==> src/rtl/image_stream_pkg.sv <==
// image_stream_pkg: shared types and helpers for the image stream transmitter.
package image_stream_pkg;
  typedef enum logic {TX_IDLE, TX_RUN} tx_state_e;
  function automatic int cnt_w(input int n);
    return (n > 1) ? $clog2(n) : 1;
  endfunction
endpackage

==> src/rtl/image_stream_if.sv <==
// Interface_Image: raster video stream bundle between producers and FAST/ORB consumers.
interface Interface_Image #(parameter int Pra_Width = 8);
  logic                 image_vs;
  logic                 image_hs;
  logic                 image_en;
  logic [Pra_Width-1:0] image_data;
  modport O_Image (output image_vs, image_hs, image_en, image_data);
  modport I_Image (input image_vs, image_hs, image_en, image_data);
endinterface

==> src/rtl/image_timing_cnt.sv <==
// image_timing_cnt: free-running h/v raster counters with line and frame end flags.
module image_timing_cnt #(
  parameter int H_TOTAL = 800,
  parameter int V_TOTAL = 525,
  parameter int HW      = 10,
  parameter int VW      = 10
) (
  input  logic          I_clk,
  input  logic          I_rst_n,
  input  logic          I_run,
  output logic [HW-1:0] O_h_cnt,
  output logic [VW-1:0] O_v_cnt,
  output logic          O_last_line,
  output logic          O_last_frame
);
  localparam logic [HW-1:0] H_LAST = HW'(H_TOTAL - 1);
  localparam logic [VW-1:0] V_LAST = VW'(V_TOTAL - 1);
  logic [HW-1:0] r_h;
  logic [VW-1:0] r_v;
  assign O_h_cnt      = r_h;
  assign O_v_cnt      = r_v;
  assign O_last_line  = r_h == H_LAST;
  assign O_last_frame = O_last_line && (r_v == V_LAST);
  // Counters only advance while running; the frame-end wrap leaves them at 0 for the next start.
  always_ff @(posedge I_clk or negedge I_rst_n)
    if (!I_rst_n) begin
      r_h <= '0;
      r_v <= '0;
    end else if (I_run) begin
      r_h <= O_last_line ? '0 : r_h + 1'b1;
      if (O_last_line) r_v <= O_last_frame ? '0 : r_v + 1'b1;
    end
endmodule

==> src/rtl/image_stream_tx.sv <==
// image_stream_tx: drives Interface_Image raster timing from a valid/ready pixel source.
module image_stream_tx
  import image_stream_pkg::*;
#(
  parameter int Pra_Width = 8,
  parameter int H_ACTIVE  = 640,
  parameter int H_BLANK   = 160,
  parameter int HS_LEN    = 16,
  parameter int V_ACTIVE  = 480,
  parameter int V_BLANK   = 45,
  parameter int VS_LEN    = 2
) (
  input  logic                 I_clk,
  input  logic                 I_rst_n,
  input  logic                 I_enable,
  input  logic [Pra_Width-1:0] I_pix_data,
  input  logic                 I_pix_valid,
  output logic                 O_pix_ready,
  Interface_Image.O_Image      O_Image_Stream,
  output logic                 O_busy,
  output logic                 O_frame_done,
  output logic                 O_underrun,
  output logic [15:0]          O_underrun_cnt
);
  localparam int H_TOTAL = H_BLANK + H_ACTIVE;
  localparam int V_TOTAL = V_BLANK + V_ACTIVE;
  localparam int HW      = cnt_w(H_TOTAL);
  localparam int VW      = cnt_w(V_TOTAL);
  localparam logic [HW-1:0] HS_C = HW'(HS_LEN);
  localparam logic [HW-1:0] HB_C = HW'(H_BLANK);
  localparam logic [VW-1:0] VS_C = VW'(VS_LEN);
  localparam logic [VW-1:0] VB_C = VW'(V_BLANK);
  tx_state_e            r_state;
  logic                 r_vs, r_hs, r_en, r_busy, r_frame_done, r_underrun;
  logic [Pra_Width-1:0] r_data;
  logic [15:0]          r_underrun_cnt;
  logic [HW-1:0]        w_h;
  logic [VW-1:0]        w_v;
  logic                 w_last_line, w_last_frame, w_run, w_vs, w_hs, w_en, w_under;
  image_timing_cnt #(.H_TOTAL(H_TOTAL), .V_TOTAL(V_TOTAL), .HW(HW), .VW(VW)) u_cnt (
    .I_clk       (I_clk),
    .I_rst_n     (I_rst_n),
    .I_run       (w_run),
    .O_h_cnt     (w_h),
    .O_v_cnt     (w_v),
    .O_last_line (w_last_line),
    .O_last_frame(w_last_frame)
  );
  assign w_run   = r_state == TX_RUN;
  assign w_vs    = w_run && (w_v < VS_C);
  assign w_hs    = w_run && (w_h < HS_C);
  assign w_en    = w_run && (w_h >= HB_C) && (w_v >= VB_C);
  assign w_under = w_en && !I_pix_valid;
  assign O_pix_ready    = w_en;
  assign O_busy         = r_busy;
  assign O_frame_done   = r_frame_done;
  assign O_underrun     = r_underrun;
  assign O_underrun_cnt = r_underrun_cnt;
  assign O_Image_Stream.image_vs   = r_vs;
  assign O_Image_Stream.image_hs   = r_hs;
  assign O_Image_Stream.image_en   = r_en;
  assign O_Image_Stream.image_data = r_data;
  // Timing never stalls on a missing pixel: the slot still goes out, just with zero data.
  always_ff @(posedge I_clk or negedge I_rst_n)
    if (!I_rst_n) begin
      r_state        <= TX_IDLE;
      r_vs           <= 1'b0;
      r_hs           <= 1'b0;
      r_en           <= 1'b0;
      r_data         <= '0;
      r_busy         <= 1'b0;
      r_frame_done   <= 1'b0;
      r_underrun     <= 1'b0;
      r_underrun_cnt <= '0;
    end else begin
      r_vs         <= w_vs;
      r_hs         <= w_hs;
      r_en         <= w_en;
      r_data       <= (w_en && I_pix_valid) ? I_pix_data : '0;
      r_busy       <= w_run;
      r_frame_done <= w_run && w_last_frame;
      r_underrun   <= w_under;
      if (w_under && r_underrun_cnt != 16'hFFFF) r_underrun_cnt <= r_underrun_cnt + 16'd1;
      if (r_state == TX_IDLE && I_enable) r_state <= TX_RUN;
      else if (w_run && w_last_frame && !I_enable) r_state <= TX_IDLE;
    end
endmodule
==> src/flat_wrapper.sv <==
// flat-port wrapper written by rule: the top's interface ports become plain ports
module image_stream_tx_flat import image_stream_pkg::*;
#(
  parameter int Pra_Width = 8,
  parameter int H_ACTIVE  = 640,
  parameter int H_BLANK   = 160,
  parameter int HS_LEN    = 16,
  parameter int V_ACTIVE  = 480,
  parameter int V_BLANK   = 45,
  parameter int VS_LEN    = 2
)
  (I_clk, I_rst_n, I_enable, I_pix_data, I_pix_valid, O_pix_ready, O_busy, O_frame_done, O_underrun, O_underrun_cnt, O_Image_Stream_image_vs, O_Image_Stream_image_hs, O_Image_Stream_image_en, O_Image_Stream_image_data);
  Interface_Image #(.Pra_Width(Pra_Width)) O_Image_Stream_i ();
  input  logic I_clk;
  input  logic I_rst_n;
  input  logic I_enable;
  input  logic [Pra_Width-1:0] I_pix_data;
  input  logic I_pix_valid;
  output logic O_pix_ready;
  output logic O_busy;
  output logic O_frame_done;
  output logic O_underrun;
  output logic [15:0] O_underrun_cnt;
  output wire logic [$bits(O_Image_Stream_i.image_vs)-1:0] O_Image_Stream_image_vs;
  output wire logic [$bits(O_Image_Stream_i.image_hs)-1:0] O_Image_Stream_image_hs;
  output wire logic [$bits(O_Image_Stream_i.image_en)-1:0] O_Image_Stream_image_en;
  output wire logic [$bits(O_Image_Stream_i.image_data)-1:0] O_Image_Stream_image_data;
  assign O_Image_Stream_image_vs = O_Image_Stream_i.image_vs;
  assign O_Image_Stream_image_hs = O_Image_Stream_i.image_hs;
  assign O_Image_Stream_image_en = O_Image_Stream_i.image_en;
  assign O_Image_Stream_image_data = O_Image_Stream_i.image_data;
  image_stream_tx #(.Pra_Width(Pra_Width), .H_ACTIVE(H_ACTIVE), .H_BLANK(H_BLANK), .HS_LEN(HS_LEN), .V_ACTIVE(V_ACTIVE), .V_BLANK(V_BLANK), .VS_LEN(VS_LEN)) u_core (.I_clk(I_clk), .I_rst_n(I_rst_n), .I_enable(I_enable), .I_pix_data(I_pix_data), .I_pix_valid(I_pix_valid), .O_pix_ready(O_pix_ready), .O_Image_Stream(O_Image_Stream_i), .O_busy(O_busy), .O_frame_done(O_frame_done), .O_underrun(O_underrun), .O_underrun_cnt(O_underrun_cnt));
endmodule
==> config.mk <==
export PLATFORM = sky130hd
export DESIGN_NAME = image_stream_tx_flat
export DESIGN_NICKNAME = d
export VERILOG_FILES = /design/src/rtl/image_stream_pkg.sv /design/src/rtl/image_stream_if.sv /design/src/rtl/image_timing_cnt.sv /design/src/rtl/image_stream_tx.sv /design/src/flat_wrapper.sv
export SDC_FILE = /design/constraint.sdc
export NUM_CORES = 1
export LEC_CHECK = 0
export ABC_AREA = 1
export ABC_CLOCK_PERIOD_IN_PS = 4000
export CORE_MARGIN = 3
export CORE_UTILIZATION = 50
export DETAILED_ROUTE_END_ITERATION = 10
export PLACE_DENSITY = 0.75
export SYNTH_ARGS = -nofsm -noshare
export SYNTH_HDL_FRONTEND = slang
export SYNTH_SLANG_ARGS = --single-unit
==> constraint.sdc <==
create_clock -name I_clk -period 4 [get_ports I_clk]
set_input_delay 0.6 -clock I_clk [delete_from_list [all_inputs] [get_ports I_clk]]
set_output_delay 0.6 -clock I_clk [all_outputs]
set_load 0.02 [all_outputs]
Word level (Yosys, flattened, before mapping)
Index checks and enable logic that the tools add are counted.

Bits in registers: 51. Output and inout port bits: 31. Logic and storage cells: 42.

Multiplexer cells: 5. $add $sub $neg: 3. Bitwise gates (word level): 1. Equality and inequality tests: 3. Magnitude comparators: 4. Reductions and logical operators: 15.

Operator list (count): $add 10x1->10 const B (2); $eq 10x10->1 const B (2); $mux 10 (2); $add 16x1->16 const B (1); $ne 16x16->1 const B (1); $logic_and 1x1->1 (11); $ge 10x6->1 const B (1); $ge 10x8->1 const B (1); $lt 10x2->1 const B (1); $lt 10x5->1 const B (1); $mux 8 (1); $logic_not 1->1 (2); $mux 1 (2); $reduce_and 2->1 (1); $reduce_bool 2->1 (1); $not 1->1 (1).

Longest topological paths before layout
Gate-level depths: netlist of run 1.

Depth after elaboration: 6. Depth in mapped cells: 11. Mapped depth without buffers: 10.

By module
Synthesis of run 1 repeated with hierarchy kept, for this count alone.

Cells, all modules: 379. Area total of the unflattened synthesis: 2897.8 sq um.

By module, submodules not included: image_stream_tx (cells an instance 194, area an instance 1575.3 sq um, times used 1); image_timing_cnt (cells an instance 185, area an instance 1322.5 sq um, times used 1).

Least setup slack after synthesis of run 1
No wires, ideal clock.

Kind: register to output. From: register u_core.u_cnt.r_v[0] (netlist: u_core.u_cnt.O_v_cnt[0]). To: output port O_pix_ready. Path buffers: 1. Cell stages (with the launch flop): 9. Data required time: 3.400 ns. Data arrival time: 1.279 ns. Setup slack: 2.121 ns. Cell sequence: dfrtp_1 inv_1 ha_1 inv_1 nor2_1 nor2_1 nor2_1 nor2_2 buf_4.

Longest elaborated chain between the ends: 2.

RTL lines: from (decl) (line image_timing_cnt.sv:19) `logic [VW-1:0] r_v;`; from (signal assigned) (line image_timing_cnt.sv:31) `if (O_last_line) r_v <= O_last_frame ? '0 : r_v + 1'b1;`; $ge 10x6->1 (line image_stream_tx.sv:52) `assign w_en = w_run && (w_h >= HB_C) && (w_v >= VB_C);`; $logic_and 1x1->1 (line image_stream_tx.sv:52); to (decl) (line flat_wrapper.sv:19) `output logic O_pix_ready;`.

No other way between the ends.

Worst setup path after layout of run 1
Ends and elaborated chain as after synthesis.

==> results.yml, run 1 <==
critical_path:
  cp_top_family: "buffers and inverters"
  worstSetupPathType: "reg2out"
  crit_top_cell: "nor2_1"
  slowest_stage: "clkdlybuf4s50_1"
  cp-end-kind: "output port"
  worst_ep_arrival_time_ns: 2.27
  path_cells: "inv_1, ha_1, inv_1, nor2_1, nor2_1, nor2_1, nor2_2, buf_4, clkdlybuf4s50_1"
  crit_fanout: 12
  path_buf_inv: 4
  cp.required_ns: 3.40
  critical_path.max_stage_delay_ns: 0.65
  start_kind: "flip-flop"
yosys:
  syn_area_mm2: 0.002773
  ys_types: 32
  synth_ff_type: "dfrtp_1"
  synth_seq_cells: 51
  netlist_instances: 360
  synth_fp_nets: 379
  ys_warn_count: 0
  syn_area_per_cell_um2: 7.702
  yosysSeqAreaShare_pct: 46.03
  async_flop_share_pct: 100.0
  synth_edf_count: 0
die:
  boundaryPins: 43
  die_w_um: 80.47
  dieArea_mm2: 0.006475
  die_h_um: 80.47
  start_util_pct: 52.94
  core_mm2: 0.005238
  placementRows: 26
place:
  place_congestion: 0.9247
  hpwl_mm: 4.234
  dp_cells: 468
  port_buffers: 42
final_layout:
  drive_above_1_share_pct: 5.665
  fin_cells: 476
  nets: 424
  nFillCells: 470
  multi_input_area_mm2: 0.001281
  seq_area_mm2: 0.001276
  area_growth_pct: 20.94
  n_antenna_cell: 0
routing:
  wl_per_cell_um: 12.18
  drt_iter0_markers: 81
  remaining_drc_errors: 0
  via_count: 2420
  vias_per_cell: 5.084
  totalWireLength_mm: 5.797
  drtAntennaViolNets: 0
  first_pass_iters: 4
clock_tree:
  cts_root_buf: "clkbuf_8"
  cts_buffer_depth: 2
  clkTransAtPathRegs_ns: 0.09
  cts_sinks: 51
  cts_buffers: 5
  cts_hold_buffers: 0
  cts_setup_buffers: 0
  cts_resized: 0
  cts_tree: "yes"
  clkLatencyLatePin_ns: 0.30
  htree_levels: 2
grt:
  grt_overflow_total: 0
  grt_antenna_before_repair: 0
  grt_util_all_layers_pct: 19.85
  grt_max_degree: 34
  grt_pass1_wl_mm: 10.18
  grt_pass1_vias: 2337
sta:
  max_freq_mhz: 348.7
  fin_crit_sh_pct: 71.69
  maxSlewHeadroom_pct: 54.03
  setup_viol: 0
  rsz0062_at_grt: "no"
  setup_tns_ns: 0
  fin_crit_ns: 2.867
  worst_pin_slew_ns: 0.6870
  drv_slew: 0
  skew_ns: 0.006626
  hold_violations: 0
hold_path:
  min_path_type: "in2async"
pwr:
  power_leakage_uw: 0.001637
  peakVddDrop_v: 0.0001998
  power-per-cell-area_mw_per_mm2: 326.0
flow_run:
  cap_viol_max_count: 0
status:
  outcome: "finished clean"
## cells by family after synthesis
| kind of cell | Yosys count | share of synthesized area [%] |
|---|---|---|
| and+or+nand+nor | 217 | 35.11 |
| buffers and inverters | 52 | 7.761 |
| DFF | 51 | 46.03 |
| AOI/OAI and AO/OA | 19 | 3.520 |
| xor gates and xnor gates | 14 | 4.422 |
| adders and majority gates | 7 | 3.159 |
## worst paths after layout
kind | slack (ns) | depth (start not counted) | endpoint | start
setup / recovery | 1.13 | 9 | O_pix_ready | u_core.u_cnt.O_v_cnt[0]$_DFFE_PN0P_
min in group I_clk | 0.51 | 1 | u_core.u_cnt.O_h_cnt[4]$_DFFE_PN0P_ | u_core.u_cnt.O_h_cnt[4]$_DFFE_PN0P_
hold reg to reg | 0.51 | 1 | u_core.u_cnt.O_h_cnt[4]$_DFFE_PN0P_ | u_core.u_cnt.O_h_cnt[4]$_DFFE_PN0P_
hold / removal | 0.21 | 1 | u_core.u_cnt.O_h_cnt[2]$_DFFE_PN0P_ | I_rst_n
setup reg to reg | 2.06 | 7 | u_core.u_cnt.O_v_cnt[1]$_DFFE_PN0P_ | u_core.u_cnt.O_h_cnt[0]$_DFFE_PN0P_
max in group asynchronous | 3.02 | 2 | u_core.O_underrun_cnt[5]$_DFFE_PN0P_ | I_rst_n
## state kept, by name (all words and copies together) (netlist names)
register                          cells
u_core.O_underrun_cnt                16
u_core.u_cnt.O_h_cnt                 10
u_core.u_cnt.O_v_cnt                 10
u_core.O_Image_Stream.image_data      8
u_core.O_Image_Stream.image_en        1
u_core.O_Image_Stream.image_hs        1
u_core.O_Image_Stream.image_vs        1
u_core.O_busy                         1
u_core.O_frame_done                   1
u_core.O_underrun                     1
u_core.r_state                        1
## final cells by class
type / instances / share of cell area [%]
clock buffer: 7 / 2.873
clock inverter: 1 / 0.2239
inverter: 46 / 5.187
multi-input combinational: 257 / 38.21
sequential: 51 / 38.06
tap: 70 / 2.612
timing repair buffer: 44 / 12.84
## per-stage QoR
step / setup WS, ns / total power, uW / utilization [%] / instance area [um^2] / hold WS [ns]
2_1_floorplan: 2.121 / 725.4 / - / 2773 / 0.3044
3_3_place_gp: 1.526 / 769.7 / 62.04 / 3249 / 0.4902
3_5_place_dp: 1.450 / 776.7 / 62.04 / 3249 / 0.4948
4_1_cts: 1.115 / 1106 / 64.02 / 3353 / 0.2235
5_1_grt: 0.9784 / 1154 / 64.02 / 3353 / 0.2349
6_report: 1.133 / 1093 / 64.02 / 3353 / 0.2113
## placed cells by master, fill, tap and decap left out
| cell type | n |
|---|---|
| nor4_1 | 1 |
| buf_4 | 2 |
| o21ai_1 | 3 |
| or2_2 | 1 |
| ha_1 | 7 |
| nand2_4 | 1 |
| a21o_1 | 1 |
| nor3b_1 | 1 |
| nor3_1 | 6 |
| xnor2_1 | 6 |
| xor2_1 | 8 |
| clkinvlp_4 | 1 |
| nor2_4 | 1 |
| o21ai_0 | 12 |
| nand2_1 | 103 |
| nor2_1 | 49 |
| clkinv_1 | 1 |
| clkinv_2 | 1 |
| inv_1 | 42 |
| a21oi_1 | 3 |
| nor3_2 | 1 |
| nand3b_1 | 4 |
| buf_2 | 1 |
| nand3_1 | 22 |
| and3_1 | 1 |
| inv_2 | 2 |
| clkdlybuf4s50_1 | 41 |
| dfrtp_1 | 51 |
| nand2_2 | 2 |
| nand3_4 | 1 |
| nand4_1 | 21 |
| clkbuf_8 | 7 |
| nor2_2 | 2 |
## synthesized netlist by cell type (2+ instances only)
library cell  instances  share of area [%]
a21oi_1               3               0.54
buf_2                 3               0.54
dfrtp_1              51                 46
ha_1                  7                3.2
inv_1                42                5.7
inv_2                 2               0.27
nand2_1             103                 14
nand2_2               2               0.45
nand3_1              22                4.0
nand3b_1              4                1.1
nand4_1              21                4.7
nor2_1               49                6.6
nor2_2                2               0.45
nor3_1                6                1.1
o21ai_0              12                2.2
o21ai_1               3               0.54
xnor2_1               6                1.9
xor2_1                8                2.5
## power breakdown
| part | internal, uW | switching (uW) |
|---|---|---|
| Sequential | 556 | 50.5 |
| Combinational | 72.9 | 88.7 |
| Clock | 158 | 167 |
## per-layer routing
layer | track usage, % | wire length [um] | vias up
met1 | 25.00 | 2666 | 1126
li1 | - | - | 1225
met3 | 4.484 | 283 | 8
met2 | 33.20 | 2751 | 61
met5 | 0 | 0 | -
met4 | 7.432 | 95 | 0
Power figures use the tool's default switching activity.
==> inputs of run 2 (changes only) <==
ABC_CLOCK_PERIOD_IN_PS = 2550   (was 4000)
CORE_UTILIZATION = 49   (was 50)
PLACE_DENSITY = 0.77   (was 0.75)
clock period = 2.55 ns   (was 4 ns; I/O delays follow)
==> results.yml, run 2 (synthesis results as in run 1) <==
pwr:
  clock_power_share_pct: 28.2
  switching_power_uw: 497.3
  pwr-share-comb_pct: 15.1
  switching_share_pct: 29.61
  power_uw: 1679
  p_int_uw: 1182
  peakVddDrop_v: 0.0003293
  p_seq_share_pct: 56.8
  power_leakage_uw: 0.001656
  power-per-cell-area_mw_per_mm2: 500.8
critical_path:
  crit-reg2reg-launch: "u_core.u_cnt.O_h_cnt[0]$_DFFE_PN0P_"
  critical_path.max_stage_delay_ns: 0.46
  crit_top_cell: "nor2_1"
  cp.required_ns: 2.17
  cp_top_family: "flip-flops"
  cp-endpoint: "O_pix_ready"
  reg2reg_slack_ns: 0.65
  critPathLaunch: "u_core.u_cnt.O_v_cnt[0]$_DFFE_PN0P_"
  slowest_stage: "dfrtp_1"
  crit_fanout: 7
  start_kind: "flip-flop"
  worstSetupPathType: "reg2out"
  cp.depth: 8
  worst_r2r_path_depth: 8
  path_cells: "inv_1, ha_1, inv_1, nor2_1, nor2_1, nor2_1, nor2_2, dlymetal6s2s_1"
  r2r_end: "u_core.u_cnt.O_v_cnt[7]$_DFFE_PN0P_"
  cp-end-kind: "output port"
  worst_ep_arrival_time_ns: 1.76
  path_buf_inv: 3
die:
  placementRows: 26
  dieArea_mm2: 0.006597
  boundaryPins: 43
  start_util_pct: 52.29
  die_h_um: 81.22
  core_mm2: 0.005303
  die_w_um: 81.22
final_layout:
  n_antenna_cell: 0
  drive_above_1_share_pct: 5.405
  final_common_cell: "nand2_1"
  area_growth_pct: 20.94
  largest_reg_flops: 16
  layout_common_cells: "103 x nand2_1, 51 x dfrtp_1, 49 x nor2_1"
  fin_cells: 477
  nets: 425
clock_tree:
  cts_sinks: 51
  cts_tree: "yes"
  clkTransAtPathRegs_ns: 0.09
  cts_root_buf: "clkbuf_8"
  cts_setup_buffers: 0
  clkLatencyLatePin_ns: 0.32
  htree_levels: 2
  cts_buffers: 5
  cts_buffer_depth: 2
grt:
  grt_antenna_before_repair: 0
  grt_pass1_wl_mm: 9.887
  grt_max_degree: 52
  grt_pass1_vias: 2207
  grt_overflow_total: 0
  grt_util_all_layers_pct: 19.34
sta:
  max_freq_mhz: 466.8
  skew_ns: 0.003530
  setup_viol: 0
  drv_slew: 0
  fin_crit_sh_pct: 84.01
  hold_violations: 0
  setup_tns_ns: 0
  worst_pin_slew_ns: 0.6810
  maxSlewHeadroom_pct: 54.43
  fin_crit_ns: 2.142
  rsz0062_at_grt: "no"
  fin_ws_ns: 0.4077
routing:
  via_count: 2445
  drtAntennaViolNets: 0
  vias_per_cell: 5.126
  totalWireLength_mm: 5.856
  first_pass_iters: 4
  wl_per_cell_um: 12.28
  drt_iter0_markers: 173
  remaining_drc_errors: 0
place:
  place_ws_ns: 0.3850
  port_buffers: 42
  place_congestion: 0.9062
  hpwl_mm: 4.199
  dp_cells: 469
status:
  outcome: "finished clean"
hold_path:
  min_path_type: "in2async"
flow_run:
  cap_viol_max_count: 0
==> run 2: through the flow <==
stage               instance area (um^2)  util (%)  hold slack [ns]
finish                              3353     63.24          0.03576
global route                        3353     63.24          0.05800
CTS                                 3351     63.19          0.05459
detailed placement                  3269     61.66           0.3968
global placement                    3269     61.66           0.3919
floorplan                           2773         -          0.08691
==> run 2: what timing repair did <==
item,in CTS,in global routing
hold buffers,0,0
setup endpoints to repair,0,1
resized for setup,0,1
==> run 2: worst min-delay path by stage <==
stage / slack (ns) / end / cells after the start
after floorplan: 0.09 / u_core.O_Image_Stream.image_data[0]$_DFF_PN0_ / 0
after global placement: 0.39 / u_core.u_cnt.O_h_cnt[2]$_DFFE_PN0P_ / 2
after detailed placement: 0.40 / u_core.u_cnt.O_h_cnt[4]$_DFFE_PN0P_ / 2
after CTS: 0.05 / u_core.r_state$_DFFE_PN0P_ / 2
after global routing: 0.06 / u_core.u_cnt.O_h_cnt[4]$_DFFE_PN0P_ / 2
final: 0.04 / u_core.u_cnt.O_h_cnt[3]$_DFFE_PN0P_ / 2
==> run 2: worst register-to-register path: stages, from the launching register on <==
cell and delay (ns):
dfrtp_1 0.42, ha_1 0.19, nand2_1 0.09, nor2_1 0.11
nand3_1 0.16, nor2_1 0.56, nand2_1 0.11, nor2_1 0.11
nor2_1 0.05
==> run 2: area by class of cell <==
| cell class | instances | area [um^2] |
|---|---|---|
| flip-flops and latches | 51 | 1276 |
| clock inverters | 1 | 5.005 |
| well taps | 70 | 87.58 |
| fillers | 466 | 1949 |
| inverters | 46 | 173.9 |
| repair buffers | 45 | 452.9 |
| multi-input cells | 257 | 1281 |
| clock buffers | 7 | 76.32 |
==> run 2: power by group through the flow <==
stage | logic (uW) | clock network, uW | registers, uW
CTS | 257 | 476 | 951
global route | 294 | 517 | 963
finish | 253 | 473 | 953
floorplan | 194 | 0 | 944
global placement | 248 | 0 | 965
detailed placement | 257 | 0 | 965
==> run 2: layer usage <==
metal | vias to the layer above | track usage (%) | routed length (um)
li1 | 1232 | - | -
met1 | 1142 | 24.63 | 2574
met2 | 63 | 31.20 | 2825
met3 | 8 | 6.208 | 380
met4 | 0 | 6.250 | 76
met5 | - | 0 | 0
